**config.mk**
```make
export PLATFORM = sky130hd
export DESIGN_NAME = hazard_scoreboard_flat
export DESIGN_NICKNAME = d
export VERILOG_FILES = /design/src/rtl/hazard_scoreboard_if.sv /design/src/rtl/hazard_scoreboard.sv /design/src/flat_wrapper.sv
export SDC_FILE = /design/constraint.sdc
export NUM_CORES = 1
export LEC_CHECK = 0
export BUFFER_PORTS_ARGS = -buffer_cell sky130_fd_sc_hd__buf_2
export CAP_MARGIN = 20
export CELL_PAD_IN_SITES_DETAIL_PLACEMENT = 1
export CELL_PAD_IN_SITES_GLOBAL_PLACEMENT = 2
export CORE_AREA = 2 2 109 111
export CTS_BUF_LIST = sky130_fd_sc_hd__clkbuf_16
export DETAILED_ROUTE_END_ITERATION = 10
export DIE_AREA = 0 0 111 113
export HOLD_SLACK_MARGIN = 0.02
export PLACE_DENSITY_LB_ADDON = 0.1
export SLEW_MARGIN = 20
export SYNTH_ARGS = -nofsm -noshare
export SYNTH_HDL_FRONTEND = slang
export SYNTH_SLANG_ARGS = --single-unit
```
**constraint.sdc**
```tcl
create_clock -name CLK -period 4.8 [get_ports CLK]
set_input_delay 0.48 -clock CLK [delete_from_list [all_inputs] [get_ports CLK]]
set_output_delay 0.48 -clock CLK [all_outputs]
set_load 0.005 [all_outputs]
```
**src/rtl/hazard_scoreboard_if.sv**
```systemverilog
// hazard_scoreboard_if: ID-stage operands, memory/resolve status and pipeline latch controls
interface hazard_scoreboard_if #(
  parameter int RW = 5,
  parameter int CNT_W = 32
);
  logic id_valid;
  logic [RW-1:0] id_rs;
  logic [RW-1:0] id_rt;
  logic id_rs_used;
  logic id_rt_used;
  logic id_wen;
  logic [RW-1:0] id_wsel;
  logic id_is_load;
  logic mem_wait;
  logic resolve_valid;
  logic resolve_taken;
  logic pc_en;
  logic ifid_en;
  logic idex_en;
  logic exmem_en;
  logic memwb_en;
  logic ifid_flush;
  logic idex_flush;
  logic exmem_flush;
  logic data_stall;
  logic [CNT_W-1:0] stall_cnt;
  logic [CNT_W-1:0] flush_cnt;
  modport master (
    output id_valid, id_rs, id_rt, id_rs_used, id_rt_used, id_wen, id_wsel, id_is_load,
    output mem_wait, resolve_valid, resolve_taken,
    input pc_en, ifid_en, idex_en, exmem_en, memwb_en,
    input ifid_flush, idex_flush, exmem_flush, data_stall, stall_cnt, flush_cnt
  );
  modport slave (
    input id_valid, id_rs, id_rt, id_rs_used, id_rt_used, id_wen, id_wsel, id_is_load,
    input mem_wait, resolve_valid, resolve_taken,
    output pc_en, ifid_en, idex_en, exmem_en, memwb_en,
    output ifid_flush, idex_flush, exmem_flush, data_stall, stall_cnt, flush_cnt
  );
endinterface

```
**src/rtl/hazard_scoreboard.sv**
```systemverilog
// hazard_scoreboard: shadow-pipeline RAW/load-use stall, flush and freeze control with perf counters
module hazard_scoreboard #(
  parameter int RW = 5,
  parameter int FWD = 1,
  parameter int NSH = 3,
  parameter int LOAD_USE_DIST = 1,
  parameter int RESOLVE_STAGE = 2,
  parameter int CNT_W = 32
) (
  input logic CLK,
  input logic RST,
  hazard_scoreboard_if.slave hz
);
  logic [NSH:1] sh_v;
  logic [NSH:1] sh_l;
  logic [RW-1:0] sh_w [1:NSH];
  logic [CNT_W-1:0] stall_cnt;
  logic [CNT_W-1:0] flush_cnt;
  logic taken;
  logic hazard;
  logic run;
  logic flush;
  logic stall;
  // a source conflicts with an older in-flight write; forwarding only leaves young loads blocking
  always_comb begin
    hazard = 1'b0;
    for (int k = 1; k <= NSH; k++)
      if (sh_v[k] &&
          ((hz.id_rs_used && hz.id_rs != '0 && hz.id_rs == sh_w[k]) ||
           (hz.id_rt_used && hz.id_rt != '0 && hz.id_rt == sh_w[k])) &&
          (FWD == 0 || (sh_l[k] && k <= LOAD_USE_DIST)))
        hazard = 1'b1;
  end
  assign taken = hz.resolve_valid & hz.resolve_taken;
  assign run = ~RST & ~hz.mem_wait;
  assign flush = run & taken;
  assign stall = run & ~taken & hz.id_valid & hazard;
  assign hz.data_stall = stall;
  assign hz.pc_en = run & ~stall;
  assign hz.ifid_en = run & ~stall;
  assign hz.idex_en = run;
  assign hz.exmem_en = run;
  assign hz.memwb_en = run;
  assign hz.ifid_flush = RST | flush;
  assign hz.idex_flush = RST | flush | stall;
  assign hz.exmem_flush = RST | (flush & (RESOLVE_STAGE == 2));
  assign hz.stall_cnt = stall_cnt;
  assign hz.flush_cnt = flush_cnt;
  // advance the shadow with the pipeline; squashed slots become bubbles, everything holds on memory wait
  always_ff @(posedge CLK) begin
    if (RST) begin
      sh_v <= '0;
      sh_l <= '0;
      for (int k = 1; k <= NSH; k++) sh_w[k] <= '0;
      stall_cnt <= '0;
      flush_cnt <= '0;
    end else if (!hz.mem_wait) begin
      sh_v[1] <= hz.id_valid & hz.id_wen & (hz.id_wsel != '0) & ~stall & ~taken;
      sh_w[1] <= hz.id_wsel;
      sh_l[1] <= hz.id_is_load;
      for (int k = 2; k <= NSH; k++) begin
        sh_v[k] <= sh_v[k-1] & ~(taken && k <= RESOLVE_STAGE);
        sh_w[k] <= sh_w[k-1];
        sh_l[k] <= sh_l[k-1];
      end
      if (taken && flush_cnt != '1) flush_cnt <= flush_cnt + 1'b1;
      if (stall && stall_cnt != '1) stall_cnt <= stall_cnt + 1'b1;
    end
  end
endmodule
```
**src/flat_wrapper.sv**
```systemverilog
// flat-port wrapper written by rule: the top's interface ports become plain ports
module hazard_scoreboard_flat 
#(
  parameter int RW = 5,
  parameter int FWD = 1,
  parameter int NSH = 3,
  parameter int LOAD_USE_DIST = 1,
  parameter int RESOLVE_STAGE = 2,
  parameter int CNT_W = 32
)
  (CLK, RST, hz_id_valid, hz_id_rs, hz_id_rt, hz_id_rs_used, hz_id_rt_used, hz_id_wen, hz_id_wsel, hz_id_is_load, hz_mem_wait, hz_resolve_valid, hz_resolve_taken, hz_pc_en, hz_ifid_en, hz_idex_en, hz_exmem_en, hz_memwb_en, hz_ifid_flush, hz_idex_flush, hz_exmem_flush, hz_data_stall, hz_stall_cnt, hz_flush_cnt);
  hazard_scoreboard_if #(.RW(RW), .CNT_W(CNT_W)) hz_i ();
  input logic CLK;
  input logic RST;
  input wire logic [$bits(hz_i.id_valid)-1:0] hz_id_valid;
  input wire logic [$bits(hz_i.id_rs)-1:0] hz_id_rs;
  input wire logic [$bits(hz_i.id_rt)-1:0] hz_id_rt;
  input wire logic [$bits(hz_i.id_rs_used)-1:0] hz_id_rs_used;
  input wire logic [$bits(hz_i.id_rt_used)-1:0] hz_id_rt_used;
  input wire logic [$bits(hz_i.id_wen)-1:0] hz_id_wen;
  input wire logic [$bits(hz_i.id_wsel)-1:0] hz_id_wsel;
  input wire logic [$bits(hz_i.id_is_load)-1:0] hz_id_is_load;
  input wire logic [$bits(hz_i.mem_wait)-1:0] hz_mem_wait;
  input wire logic [$bits(hz_i.resolve_valid)-1:0] hz_resolve_valid;
  input wire logic [$bits(hz_i.resolve_taken)-1:0] hz_resolve_taken;
  output wire logic [$bits(hz_i.pc_en)-1:0] hz_pc_en;
  output wire logic [$bits(hz_i.ifid_en)-1:0] hz_ifid_en;
  output wire logic [$bits(hz_i.idex_en)-1:0] hz_idex_en;
  output wire logic [$bits(hz_i.exmem_en)-1:0] hz_exmem_en;
  output wire logic [$bits(hz_i.memwb_en)-1:0] hz_memwb_en;
  output wire logic [$bits(hz_i.ifid_flush)-1:0] hz_ifid_flush;
  output wire logic [$bits(hz_i.idex_flush)-1:0] hz_idex_flush;
  output wire logic [$bits(hz_i.exmem_flush)-1:0] hz_exmem_flush;
  output wire logic [$bits(hz_i.data_stall)-1:0] hz_data_stall;
  output wire logic [$bits(hz_i.stall_cnt)-1:0] hz_stall_cnt;
  output wire logic [$bits(hz_i.flush_cnt)-1:0] hz_flush_cnt;
  assign hz_i.id_valid = hz_id_valid;
  assign hz_i.id_rs = hz_id_rs;
  assign hz_i.id_rt = hz_id_rt;
  assign hz_i.id_rs_used = hz_id_rs_used;
  assign hz_i.id_rt_used = hz_id_rt_used;
  assign hz_i.id_wen = hz_id_wen;
  assign hz_i.id_wsel = hz_id_wsel;
  assign hz_i.id_is_load = hz_id_is_load;
  assign hz_i.mem_wait = hz_mem_wait;
  assign hz_i.resolve_valid = hz_resolve_valid;
  assign hz_i.resolve_taken = hz_resolve_taken;
  assign hz_pc_en = hz_i.pc_en;
  assign hz_ifid_en = hz_i.ifid_en;
  assign hz_idex_en = hz_i.idex_en;
  assign hz_exmem_en = hz_i.exmem_en;
  assign hz_memwb_en = hz_i.memwb_en;
  assign hz_ifid_flush = hz_i.ifid_flush;
  assign hz_idex_flush = hz_i.idex_flush;
  assign hz_exmem_flush = hz_i.exmem_flush;
  assign hz_data_stall = hz_i.data_stall;
  assign hz_stall_cnt = hz_i.stall_cnt;
  assign hz_flush_cnt = hz_i.flush_cnt;
  hazard_scoreboard #(.RW(RW), .FWD(FWD), .NSH(NSH), .LOAD_USE_DIST(LOAD_USE_DIST), .RESOLVE_STAGE(RESOLVE_STAGE), .CNT_W(CNT_W)) u_core (.CLK(CLK), .RST(RST), .hz(hz_i));
endmodule
```
# --- Word level (Yosys, flattened, before mapping) ---
# Memory sizes are Yosys's and may differ from the RTL's.
# Cells that the tools add are included.
totals:
  regBits: 66
  ram_bits: 15
  input_bits: 25
  memories: 1
memory_table:
  columns: ["name", "words", "width", "rd", "rd_ports_with_merged_regs", "write_ports", "line_no", "source"]
  rows:
  - ["u_core.sh_w", 3, 5, 2, 0, 3, "hazard_scoreboard.sv:16", "logic [RW-1:0] sh_w [1:NSH];"]
classes:
  muxes: 9
  n_addsub: 2
  bitwise_logic: 20
  n_reduce_logical: 14
  eq_ne: 4
ops:
  columns: ["cell", "count"]
  rows:
  - ["$add 32x1->32 const B", 2]
  - ["$ne 32x32->1 const B", 2]
  - ["$mux 5", 3]
  - ["$reduce_bool 5->1", 3]
  - ["$and 1x1->1", 11]
  - ["$eq 5x5->1", 2]
  - ["$logic_and 1x1->1", 8]
  - ["$mux 1", 6]
  - ["$or 1x1->1", 5]
  - ["$not 1->1", 4]
  - ["$reduce_and 2->1", 2]
  - ["$logic_or 1x1->1", 1]

# --- Depth between registers and ports, before layout ---
depth:
  word_depth: 11
  mapped_depth: 9

# --- Worst setup path after synthesis ---
# No wires, ideal clock.
synth_path:
  path_type: "input port to output port"
  from: "input hz_id_rs[1]"
  to: "output hz_pc_en"
  arrival_ns: 1.914
  setup_slack_ns: 2.406
  stages: 5
  path_cell_list: "or4_1 a21oi_1 nor4_2 nor4_1 buf_4"
synth_between:
  elab_chain_cells: 10
synth_lines:
  columns: ["element", "line_no", "source"]
  rows:
  - ["from (decl)", "flat_wrapper.sv:16", "input wire logic [$bits(hz_i.id_rs)-1:0] hz_id_rs;"]
  - ["$reduce_bool 5->1", null, null]
  - ["$logic_and 1x1->1", null, null]
  - ["$logic_and 1x1->1 (*)", "hazard_scoreboard.sv:29", "((hz.id_rs_used && hz.id_rs != '0 && hz.id_rs == sh_w[k]) ||"]
  - ["$logic_or 1x1->1 (*)", "hazard_scoreboard.sv:29", null]
  - ["$logic_and 1x1->1 (*)", "hazard_scoreboard.sv:28", "if (sh_v[k] &&"]
  - ["$logic_and 1x1->1 (*)", "hazard_scoreboard.sv:30", "(hz.id_rt_used && hz.id_rt != '0 && hz.id_rt == sh_w[k])) &&"]
  - ["$mux 1 (*)", "hazard_scoreboard.sv:28", null]
  - ["$and 1x1->1 (*)", "hazard_scoreboard.sv:37", "assign stall = run & ~taken & hz.id_valid & hazard;"]
  - ["$not 1->1 (*)", null, null]
  - ["$and 1x1->1 (*)", null, null]
  - ["to (decl)", "flat_wrapper.sv:26", "output wire logic [$bits(hz_i.pc_en)-1:0] hz_pc_en;"]
# Mark *: on every way between the ends. The rest lies on a longest branch, timed or not.

# --- Final worst setup path ---
layout_path:
  from: "input hz_mem_wait"
  to: "output hz_pc_en"
layout_between:
  elab_chain_cells: 7
layout_lines:
  columns: ["element", "line_no", "source"]
  rows:
  - ["from (decl)", "flat_wrapper.sv:23", "input wire logic [$bits(hz_i.mem_wait)-1:0] hz_mem_wait;"]
  - ["$not 1->1 (*)", "hazard_scoreboard.sv:35", "assign run = ~RST & ~hz.mem_wait;"]
  - ["$and 1x1->1 (*)", "hazard_scoreboard.sv:35", null]
  - ["$and 1x1->1 (3 in a row)", "hazard_scoreboard.sv:37", null]
  - ["$not 1->1", "hazard_scoreboard.sv:39", "assign hz.pc_en = run & ~stall;"]
  - ["$and 1x1->1 (*)", "hazard_scoreboard.sv:39", null]
# Marks and branches as above.

==> results.tsv <==
stage	metric	value	unit
global_route	antenna violations before repair	0	
worst_setup_path	CP endpoint kind	primary output	
routing	initial drt markers	98	
sta	fin crit period	2.70	ns
global_route	largest net degree at the start of global routing	74	
floorplanning	I/O Pins	98	
worst_setup_path	slowest stage delay, CP	0.69	ns
worst_setup_path	worst-path fanout max	14	
synth	syn nets	456	
routing	Post-DRT Antenna Nets	0	
power_and_ir_drop	maximum vdd drop	0.182	mV
power_and_ir_drop	pwr/cell area	279	mW/mm^2
synth	synthesized flop and latch total	71	
sta	Fmax	371	MHz
synth	post-synthesis sequential area ratio	40.4	%
finish	commonest non-fill, non-tap cell in the layout	buf_2	
clock_tree	post-CTS setup buffers	0	
floorplanning	Core Area	0.0113	mm^2
routing	vias	3528	
global_route	grt ovf	0	
synth	Post-Synthesis Cells	429	
synth	FFs w/ async S/R, synth	0	%
finish	Area Growth Syn to Fin	23.3	%
clock_tree	clk buf depth	2	
hold_path	Worst Hold Path EP	u_core.sh_l[1]$_SDFFE_PP0N_	
finish	most frequent cells in the layout	97 x buf_2, 66 x dfxtp_1, 54 x nor2_1, 29 x nand3_1, 28 x a21oi_1	
synth	ys flop type	dfxtp_1	
worst_setup_path	cell repeated most along the worst path	buf_2	
global_route	vias in the first global route	3480	
routing	drt total wl	10500	um
job	max-cap violations	0	
clock_tree	Post-CTS Resized	0	
finish	ANT cells	0	
place	Detailed Place HPWL	7550	um
clock_tree	H-tree levels	3	
sta	worst hold slack	0.379	ns
routing	DR WL/cell	15.6	um
clock_tree	TritonCTS Buffers	9	
worst_setup_path	CP required	4.32	ns
sta	Final Hold Fails	0	
worst_setup_path	Worst Path Arrival	2.22	ns
sta	crit share post-route	56.2	%
place	RD Place Congestion	0.734	
floorplanning	Horiz. Die Dim	111	um
run_status	status	complete, no violations	
synth	Yosys cell types	49	
synth	mean post-synth cell area	8.48	um^2
worst_setup_path	CP Class	in -> out	
finish	Final #Nets	548	
global_route	global-route wire length before repair	17100	um
place	IO Port Bufs	97	
clock_tree	Worst-path clk slew	0.06	ns
global_route	gr usage total	16.8	%
clock_tree	Num Clock Sinks	71	
power_and_ir_drop	P_leak	0.00170	uW
hold_path	Hold Startpoint	hz_id_is_load	
floorplanning	Die Y	113	um
routing	DRC viols	0	
finish	final core occ	39.8	%
clock_tree	CTS tree	built	
worst_setup_path	worst reg2reg startpoint	u_core.hz.stall_cnt[2]$_SDFFE_PP0P_	
floorplanning	starting density of the core	32.3	%
worst_setup_path	CP max stage cell	nor4_2	
sta	setup TNS	0	ns
worst_setup_path	Worst Reg-to-Reg Cells	6	
finish	share of cells above drive strength 1	24.5	%
floorplanning	total die area	0.0125	mm^2
sta	final setup violation count	0	
hold_path	Cells on Worst Hold Path	3	
clock_tree	CTS Hold Bufs	0	
routing	Vias/cell	5.27	
routing	drt first pass iters	4	
synth	Post-Syn Area	0.00364	mm^2
synth	Post-synth EDFFs	5	
synth	YS warnings	0	
sta	RSZ-0062 raised after global routing	no	
worst_setup_path	crit-path cells	buf_2 -> nor2_4 -> nand4_1 -> nor4_2 -> nor4_1 -> buf_2	
worst_setup_path	crit path launch type	primary input	
sta	Slew @ Worst Pin	0.808	ns
sta	clock skew	0.00618	ns
sta	relative slew slack	45.7	%
hold_path	Hold WC Path Type	in -> reg	
floorplanning	Core Rows	39	
sta	fin. max-slew vios	0	
finish	number of fill cells	1397	
clock_tree	clock latency on the worst-skew pair	0.34	ns
worst_setup_path	R2R setup slack	2.11	ns
worst_setup_path	R2R Path End	u_core.hz.stall_cnt[29]$_SDFFE_PP0P_	
clock_tree	Root Buffer	clkbuf_16	
through the flow:
| step | power [uW] | setup slack (ns) | area [um^2] | std cells |
|---|---|---|---|---|
| 6_report | 1250 | 2.10 | 4490 | 669 |
| 5_1_grt | 1310 | 1.86 | 4490 | 669 |
| 4_1_cts | 1280 | 2.08 | 4490 | 669 |
| 3_3_place_gp | 674 | 1.98 | 4230 | 653 |
| 3_5_place_dp | 676 | 1.84 | 4230 | 653 |
| 2_1_floorplan | 652 | 2.41 | 3640 | 429 |
power breakdown:
group	switching [uW]	total [uW]	internal, uW
Combinational	31.8	55.4	23.6
Sequential	4.37	606	601
Clock	252	592	340
Total	288	1250	965
synth_stat cells, types with 6 or more instances:
library cell   n  area (um^2)
and2_1         7         43.8
or3_1         20          125
nor3_1        11         55.1
o21ai_0       17         85.1
clkbuf_1       8         30.0
nand4_1       19          119
or4_1         11         82.6
inv_1         10         37.5
nor2_1        54          203
a21oi_1       28          140
nor4_1         7         43.8
xnor2_1       20          175
o31ai_1        8         60.1
dfxtp_1       66         1320
nand3_1       29          145
xor2_1        15          131
and3_1         6         37.5
nand2_1       19         71.3
metal layers:
metal | vias up | global-route usage, % | part of all wire, % | wire (um)
li1 | 1753 | - | - | -
met3 | 12 | 3.27 | 3.8 | 396
met1 | 1706 | 20.8 | 46 | 4780
met2 | 57 | 28.8 | 49 | 5130
met4 | 0 | 6.75 | 1.6 | 165
met5 | - | 0 | 0 | 0
worst max-delay path by stage:
stage	from	endpoint	slack [ns]	cells past startpoint
2_1_floorplan	hz_id_rs[1]	hz_pc_en	2.41	5
3_3_place_gp	hz_mem_wait	u_core.hz.stall_cnt[13]$_SDFFE_PP0P_	1.98	7
3_5_place_dp	hz_mem_wait	u_core.hz.stall_cnt[11]$_SDFFE_PP0P_	1.84	8
4_1_cts	u_core.hz.stall_cnt[2]$_SDFFE_PP0P_	u_core.hz.stall_cnt[29]$_SDFFE_PP0P_	2.08	6
5_1_grt	u_core.hz.stall_cnt[2]$_SDFFE_PP0P_	u_core.hz.stall_cnt[29]$_SDFFE_PP0P_	1.86	6
6_report	hz_mem_wait	hz_pc_en	2.10	6
cells by family (layout without fill, tap and decap cells):
family | Yosys count | in the layout | synth area share [%]
and+or+nand+nor | 211 | 211 | 32.3
AOI/OAI and AO/OA | 75 | 75 | 12.7
DFF | 71 | 71 | 40.4
xor gates and xnor gates | 35 | 35 | 8.42
buffers and inverters | 29 | 126 | 3.61
muxes | 6 | 6 | 1.79
adders and majority gates | 2 | 2 | 0.687
area by class of cell:
type                       instances  area, um^2  area share, %
clock inverter                     7        31.3          0.697
tap                              143         179           3.99
inverter                          10        37.5          0.836
sequential                        71        1470           32.8
multi-input combinational        329        2040           45.4
timing repair buffer             100         508           11.3
clock buffer                       9         225           5.02
worst max-delay path, delay by kind of cell:
kind / cells / cell delay, ns
AND/OR/NAND/NOR: 4 / 1.33
buffers and inverters: 2 / 0.40
flip-flops by register name (all words and copies together) (netlist names):
| signal | flops |
|---|---|
| u_core.hz.flush_cnt | 32 |
| u_core.hz.stall_cnt | 32 |
| u_core.sh_w | 5 |
| u_core.sh_l | 1 |
| u_core.sh_v | 1 |
No activity file was read; power rests on OpenSTA's default activity.
